### src/rtl/udma_tx_req_arbiter.sv
// Round-robin arbiter sharing one uDMA TX channel between N_REQ requesters.
// Grant order is kept in a tag FIFO so returning beats are steered to their issuer.
//
// state     | meaning
// ST_IDLE   | no selection held; round-robin search from rr_ptr each cycle
// ST_LOCKED | request presented but not granted; selection held at lock_idx
module udma_tx_req_arbiter #(
    parameter int N_REQ     = 4,
    parameter int MAX_OUTST = 4
) (
    input  logic                         clk_i,
    input  logic                         rst_i,
    input  logic [N_REQ-1:0]             req_i,
    input  logic [2*N_REQ-1:0]           datasize_i,
    output logic [N_REQ-1:0]             gnt_o,
    output logic [31:0]                  data_o,
    output logic [N_REQ-1:0]             valid_o,
    input  logic [N_REQ-1:0]             ready_i,
    output logic                         data_tx_req_o,
    input  logic                         data_tx_gnt_i,
    output logic [1:0]                   data_tx_datasize_o,
    input  logic [31:0]                  data_tx_i,
    input  logic                         data_tx_valid_i,
    output logic                         data_tx_ready_o,
    output logic [$clog2(MAX_OUTST):0]   outst_o,
    output logic                         err_o
);

    localparam int IDX_W = $clog2(N_REQ);
    localparam int PTR_W = $clog2(MAX_OUTST);
    localparam int CNT_W = PTR_W + 1;

    typedef enum logic {ST_IDLE, ST_LOCKED} state_t;

    state_t             state_q, state_d;
    logic [IDX_W-1:0]   rr_ptr, rr_ptr_d;
    logic [IDX_W-1:0]   lock_idx, lock_idx_d;
    logic [IDX_W-1:0]   tag_mem [MAX_OUTST];
    logic [PTR_W-1:0]   rd_ptr, wr_ptr;
    logic [CNT_W-1:0]   count;

    logic [IDX_W:0]     cand;
    logic [IDX_W-1:0]   win_idx, sel_idx, head;
    logic               any_req, tx_req, grant, push, pop, fifo_full, fifo_empty;

    assign fifo_full  = (count == CNT_W'(MAX_OUTST));
    assign fifo_empty = (count == '0);
    assign head       = tag_mem[rd_ptr];

    // Walk from the lowest priority upward so the highest-priority hit wins.
    always_comb begin
        win_idx = '0;
        any_req = 1'b0;
        cand    = '0;
        for (int i = N_REQ - 1; i >= 0; i--) begin
            cand = {1'b0, rr_ptr} + (IDX_W+1)'(i);
            if (cand >= (IDX_W+1)'(N_REQ))
                cand = cand - (IDX_W+1)'(N_REQ);
            if (req_i[cand[IDX_W-1:0]]) begin
                win_idx = cand[IDX_W-1:0];
                any_req = 1'b1;
            end
        end
    end

    always_comb begin
        state_d    = state_q;
        lock_idx_d = lock_idx;
        rr_ptr_d   = rr_ptr;
        sel_idx    = win_idx;
        tx_req     = 1'b0;
        case (state_q)
            ST_IDLE: begin
                tx_req = any_req && !fifo_full;
                if (tx_req && !data_tx_gnt_i) begin
                    state_d    = ST_LOCKED;
                    lock_idx_d = win_idx;
                end
            end
            ST_LOCKED: begin
                sel_idx = lock_idx;
                tx_req  = req_i[lock_idx];
                if (!tx_req || data_tx_gnt_i)
                    state_d = ST_IDLE;
            end
            default: state_d = ST_IDLE;
        endcase
        if (rst_i)
            tx_req = 1'b0;
        grant = tx_req && data_tx_gnt_i;
        if (grant)
            rr_ptr_d = (sel_idx == IDX_W'(N_REQ - 1)) ? '0 : sel_idx + 1'b1;
    end

    always_comb begin
        gnt_o           = '0;
        valid_o         = '0;
        data_tx_ready_o = 1'b0;
        pop             = 1'b0;
        if (grant)
            gnt_o[sel_idx] = 1'b1;
        if (!rst_i) begin
            if (!fifo_empty) begin
                valid_o[head]   = data_tx_valid_i;
                data_tx_ready_o = ready_i[head];
                pop             = data_tx_valid_i && ready_i[head];
            end else begin
                // Unexpected beat: accept and drop it so the uDMA does not stall.
                data_tx_ready_o = data_tx_valid_i;
            end
        end
    end

    assign push               = grant && !fifo_full;
    assign data_tx_req_o      = tx_req;
    assign data_tx_datasize_o = datasize_i[{sel_idx, 1'b0} +: 2];
    assign data_o             = data_tx_i;
    assign outst_o            = count;

    always_ff @(posedge clk_i) begin
        if (rst_i) begin
            state_q  <= ST_IDLE;
            rr_ptr   <= '0;
            lock_idx <= '0;
            rd_ptr   <= '0;
            wr_ptr   <= '0;
            count    <= '0;
            err_o    <= 1'b0;
        end else begin
            state_q  <= state_d;
            rr_ptr   <= rr_ptr_d;
            lock_idx <= lock_idx_d;
            if (push)
                wr_ptr <= wr_ptr + 1'b1;
            if (pop)
                rd_ptr <= rd_ptr + 1'b1;
            if (push && !pop)
                count <= count + 1'b1;
            else if (pop && !push)
                count <= count - 1'b1;
            if (fifo_empty && data_tx_valid_i)
                err_o <= 1'b1;
        end
    end

    always_ff @(posedge clk_i) begin
        if (push)
            tag_mem[wr_ptr] <= sel_idx;
    end

endmodule

### config.mk
export PLATFORM = sky130hd
export DESIGN_NAME = udma_tx_req_arbiter
export DESIGN_NICKNAME = d
export VERILOG_FILES = /design/src/rtl/udma_tx_req_arbiter.sv
export SDC_FILE = /design/constraint.sdc
export NUM_CORES = 1
export LEC_CHECK = 0
export BUFFER_PORTS_ARGS = -buffer_cell sky130_fd_sc_hd__buf_2
export CAP_MARGIN = 20
export CORE_MARGIN = 4
export CORE_UTILIZATION = 40
export DETAILED_ROUTE_END_ITERATION = 10
export PLACE_DENSITY = 0.78
export SYNTH_ARGS = -nofsm -noshare
export SYNTH_HDL_FRONTEND = slang
export SYNTH_SLANG_ARGS = --single-unit
export TNS_END_PERCENT = 20
### constraint.sdc
create_clock -name clk_i -period 6.1 [get_ports clk_i]
set_input_delay 0.915 -clock clk_i [delete_from_list [all_inputs] [get_ports clk_i]]
set_output_delay 0.915 -clock clk_i [all_outputs]
set_load 0.05 [all_outputs]
Yosys cells after proc, flatten, opt, wreduce, memory -nomap -nowiden
Memories as Yosys holds them, arrays and structs flattened. A register that Yosys moved wholly into a read port is not among the register bits.
Index checks and enable logic that the tools add are counted.
{"block": "totals", "output_inout_bits": 48, "ramBits": 8, "wordCells": 105, "regBits": 13, "inputBits": 52, "memories": 1}
{"memory": "tag_mem", "depth": 4, "word_bits": 2, "read_ports": 1, "rd_clocked_by_memory_dff": 1, "write_ports": 1, "line_no": "38", "rtl": "logic [IDX_W-1:0] tag_mem [MAX_OUTST];"}
{"block": "classes", "magnitude_cmp": 13, "n_mux": 48, "reduce_logical": 19, "add_sub_neg": 12, "bitwise_logic": 2, "shift": 1, "n_eq_ne": 2}
{"operator": "$mux 2", "n": 12}
{"operator": "$lt 2x3->1 const B", "n": 7}
{"operator": "$mux 1", "n": 21}
{"operator": "$bmux 1 s2", "n": 6}
{"operator": "$mux 4", "n": 3}
{"operator": "$logic_and 1x1->1", "n": 10}
{"operator": "$ge 3x3->1 const B", "n": 3}
{"operator": "$shiftx 8x4->2", "n": 1}
{"operator": "$sub 2x1->2 const B", "n": 4}
{"operator": "$add 2x1->2 const B", "n": 3}
{"operator": "$add 2x2->3 const B", "n": 2}
{"operator": "$mux 3", "n": 2}
{"operator": "$logic_not 1->1", "n": 5}
{"operator": "$and 4x4->4", "n": 1}
{"operator": "$demux 1 s2", "n": 2}
{"operator": "$ge 2x1->1 const B", "n": 2}
{"operator": "$pmux 1 s2", "n": 2}
{"operator": "$add 2x1->3 const B", "n": 1}
{"operator": "$add 3x1->3 const B", "n": 1}
{"operator": "$eq 3x3->1 const B", "n": 1}
{"operator": "$ge 2x3->1 const B", "n": 1}
{"operator": "$logic_not 3->1", "n": 1}
{"operator": "$sub 3x1->3 const B", "n": 1}
{"operator": "$eq 2x2->1 const B", "n": 1}
{"operator": "other kinds (4)", "n": 4}

Logic depth before layout (Yosys ltp)
{"block": "depth", "depth_word": 18, "mapped_depth": 10, "depth_no_buf": 10}

Worst setup path before layout
No wires, ideal clock.
{"block": "synth_path", "path_kind": "input to output", "start": "in req_i[1]", "end": "out data_tx_datasize_o[0]", "cell_stages": 5, "arrival_ns": 2.613, "slack_ns": 2.572, "cell_sequence": "or3b_2 o221ai_1 o21ai_2 mux2i_1 mux2i_1"}
{"block": "synth_between", "elab_chain_cells": 8, "elab_cells_between_ends": 14}
{"item": "start: declaration", "line_no": "13", "rtl": "input logic [N_REQ-1:0] req_i,"}
{"item": "$bmux 1 s2", "line_no": "59", "rtl": "if (req_i[cand[IDX_W-1:0]]) begin"}
{"item": "$mux 1 (not written as such)", "line_no": "59"}
{"item": "$mux 2 (3 in series)", "line_no": "59"}
{"item": "$mux 2 *", "line_no": "59"}
{"item": "$mux 2 *", "line_no": "72", "rtl": "case (state_q)"}
{"item": "net sel_idx[0]", "line_no": "43", "rtl": "logic [IDX_W-1:0] win_idx, sel_idx, head;"}
{"item": "$shiftx 8x4->2 *", "line_no": "116", "rtl": "assign data_tx_datasize_o = datasize_i[{sel_idx, 1'b0} +: 2];"}
{"item": "end: declaration", "line_no": "21", "rtl": "output logic [1:0] data_tx_datasize_o,"}
The timed path passes the listed nets; every way through them passes the cells marked *. The select of a mux whose other input is x is not followed.

Worst setup path in the final report
{"block": "layout_path", "start": "in req_i[1]", "end": "out gnt_o[0]"}
{"block": "layout_between", "elab_chain_cells": 12, "elab_cells_between_ends": 29}
{"item": "$bmux 1 s2", "line_no": "59"}
{"item": "$mux 1 (not written as such)", "line_no": "59"}
{"item": "$mux 2 (3 in series)", "line_no": "59"}
{"item": "$mux 2 *", "line_no": "59"}
{"item": "$mux 2 *", "line_no": "72"}
{"item": "net sel_idx[0]", "line_no": "43"}
{"item": "$lt 2x3->1 (not written as such) or $ge 2x1->1 (tied branches)", "line_no": "101", "rtl": "gnt_o[sel_idx] = 1'b1;"}
{"item": "$logic_and 1x1->1 (not written as such)", "line_no": "101"}
{"item": "$mux 1 (not written as such)", "line_no": "101"}
{"item": "$demux 1 s2 *", "line_no": "101"}
{"item": "$mux 4 *", "line_no": "100", "rtl": "if (grant)"}
{"item": "end: declaration", "line_no": "15", "rtl": "output logic [N_REQ-1:0] gnt_o,"}
Marks and branches as above.

==> results.cfg <==
[hold_path]
min_from = err_o$_SDFFE_PP0P_
hold_end = err_o$_SDFFE_PP0P_
hp-class = flop to flop
whs_path_depth = 2

[sta]
timing.fmax_mhz = 281
layout_min_cycle_time_ns = 3.55
worst_pin_slew_ns = 0.589
finalClockSkew_ns = 0.00494
finalSetupViolCount = 0
rsz0062_at_grt = no
period_share = 0.583
slew_headroom = 0.607
slew_viol_final = 0
timing_hold_violations_final = 0
final.setup.tns_ns = 0

[clocking]
cts_htree_levels = 1
cts_resized = 0
clk_pin_slew_ns = 0.08
clock_path_buffers = 2
cts_setup_buffers = 0
cts_tree = yes
numCtsBuffers = 3
cts_hold_buf = 0
clock_sinks = 23
clock_latency_ns = 0.26
clockRootBuffer = clkbuf_8

[setup_path]
start_kind = input port
cp.required_ns = 5.18
cp.arrival_ns = 2.64
rrSetupSlack_ns = 3.36
rr_endpoint = outst_o[2]$_SDFFE_PP0P_
critPathMaxFanout = 12
end_kind = output pin
ff2ff_path_depth = 10
crit_type = input port to output pin

[route]
vias = 1069
post_drt_via_cell_ratio = 4.93
first_pass_iters = 3
wire_per_inst_um = 11.6
drc = 0
ant_nets = 0
first_iter_violations = 31
wirelength_um = 2520

[synthesis]
synth.ff_latch_count = 23
syn_avg_cell_area_um2 = 9.68
synth_nets = 227
async_reset_ff_frac = 0
synth.top_cell.area_share = 0.188
synth.distinct_cells = 41
synth_edf_count = 8
synthFlopType = dfxtp_1
syn_inst = 165
synth-seq-area-share = 0.339
yosysWarnings = 0
yosysTopAreaCell = dfxtp_1
synthTopCellsByArea = dfxtp_1 (19%), buf_4 (15%), edfxtp_1 (15%), mux2i_1 (8.2%), ha_1 (7.1%)
netlist_area_um2 = 1600

[grt]
grt_pass1_vias = 980
gr-total-overflow = 0
grt_antenna_before_repair = 0
grt_pass1_wl_um = 4300
grt_usage = 0.103
grt_max_degree = 19

[run]
cap_violations = 0

[power_and_ir_drop]
peakVddDrop_mv = 0.102
powerDensity_nw_per_um2 = 293
leakage_nw = 0.746
total_power_uw = 476

[floorplan]
die_y_um = 71.2
boundaryPins = 100
initial_core_util = 0.423
die_x_um = 71.2
core_um2 = 3770
std_cell_rows = 22
dieArea_um2 = 5070

[cells_and_area]
drive_above_1_share = 0.302
final_nets = 232
regArea_um2 = 541
nFillCells = 370
diodes = 0
syn_to_final_growth_pct = 1.96
multi_input_area_um2 = 766

[placed_design]
dp_hpwl_um = 1980
port-buffer-count = 35
place.gp.congestion = 0.760

[status]
status = complete, no violations
==> power by group <==
part | total, mW | internal (mW) | switching [mW]
logic | 0.187 | 0.0669 | 0.121
registers | 0.195 | 0.178 | 0.0172
clock network | 0.0938 | 0.0461 | 0.0477
==> cells by family after synthesis <==
kind of cell	after synthesis	share of synthesized area
buffers and inverters	45	0.182
and+or+nand+nor	43	0.138
xor gates and xnor gates	3	0.0165
AOI/OAI and AO/OA	22	0.0948
adders and majority gates	10	0.0831
muxes	19	0.147
DFF	23	0.339
==> layout by cell type, fill, tap and decap left out, types with 2 or more instances in the layout <==
cell,n
and3_1,4
buf_2,35
inv_1,9
or3_1,5
and2_1,4
dfxtp_1,15
o21ai_0,4
mux4_2,3
edfxtp_1,8
mux2i_1,13
ha_1,9
a21oi_1,8
xor2_1,2
nor2_1,12
nand2_1,9
a211o_1,2
clkbuf_8,3
==> through the flow <==
step	area, µm²	hold slack [ns]	instances	setup slack, ns	utilization
CTS	1630	0.480	217	2.52	0.432
finish	1630	0.470	217	2.55	0.432
floorplan	1600	0.459	165	2.57	-
global route	1630	0.528	217	2.38	0.432
detailed placement	1580	0.459	213	2.51	0.419
global placement	1580	0.443	213	2.61	0.419
==> layer usage <==
layer  track usage  share of wire
met3        0.0355          0.093
met2         0.159           0.45
met5             0              0
met1         0.134           0.45
met4        0.0334         0.0048
==> worst max-delay path by stage <==
stage	startpoint	to	slack [ns]	cells past startpoint
6_report	req_i[1]	gnt_o[0]	2.55	8
5_1_grt	req_i[1]	gnt_o[0]	2.38	8
4_1_cts	req_i[1]	gnt_o[0]	2.52	8
3_5_place_dp	req_i[1]	gnt_o[0]	2.51	8
3_3_place_gp	req_i[1]	gnt_o[0]	2.61	8
2_1_floorplan	req_i[1]	data_tx_datasize_o[0]	2.57	5
==> worst max-delay path: stages <==
cell and delay [ns]:
buf_2 0.12, a21boi_0 0.20, o221ai_1 0.18, o21ai_2 0.51, inv_1 0.14, ha_1 0.22
and3_1 0.15, buf_2 0.20
==> synthesized netlist by cell type, drive strengths merged (5+ instances only) <==
cell type	number
a21oi	8
mux2i	13
buf	33
dfxtp	15
nor2	12
inv	10
ha	9
edfxtp	8
and3	5
o21ai	5
nand2	9
or3	5
==> state kept, by name, summed over array words and instances (netlist names), named ones only <==
signal,cells
tag_mem,8
outst_o,3
lock_idx,2
rd_ptr,2
rr_ptr,2
wr_ptr,2
err_o,1
state_q,1
==> layout make-up <==
| cell class | count | share of cell area |
|---|---|---|
| inverters | 10 | 0.0231 |
| clock buffers | 3 | 0.0254 |
| multi-input cells | 97 | 0.470 |
| flip-flops and latches | 23 | 0.332 |
| well taps | 48 | 0.0369 |
| clock inverters | 1 | 0.00461 |
| repair buffers | 35 | 0.108 |
Power figures use the tool's default switching activity.
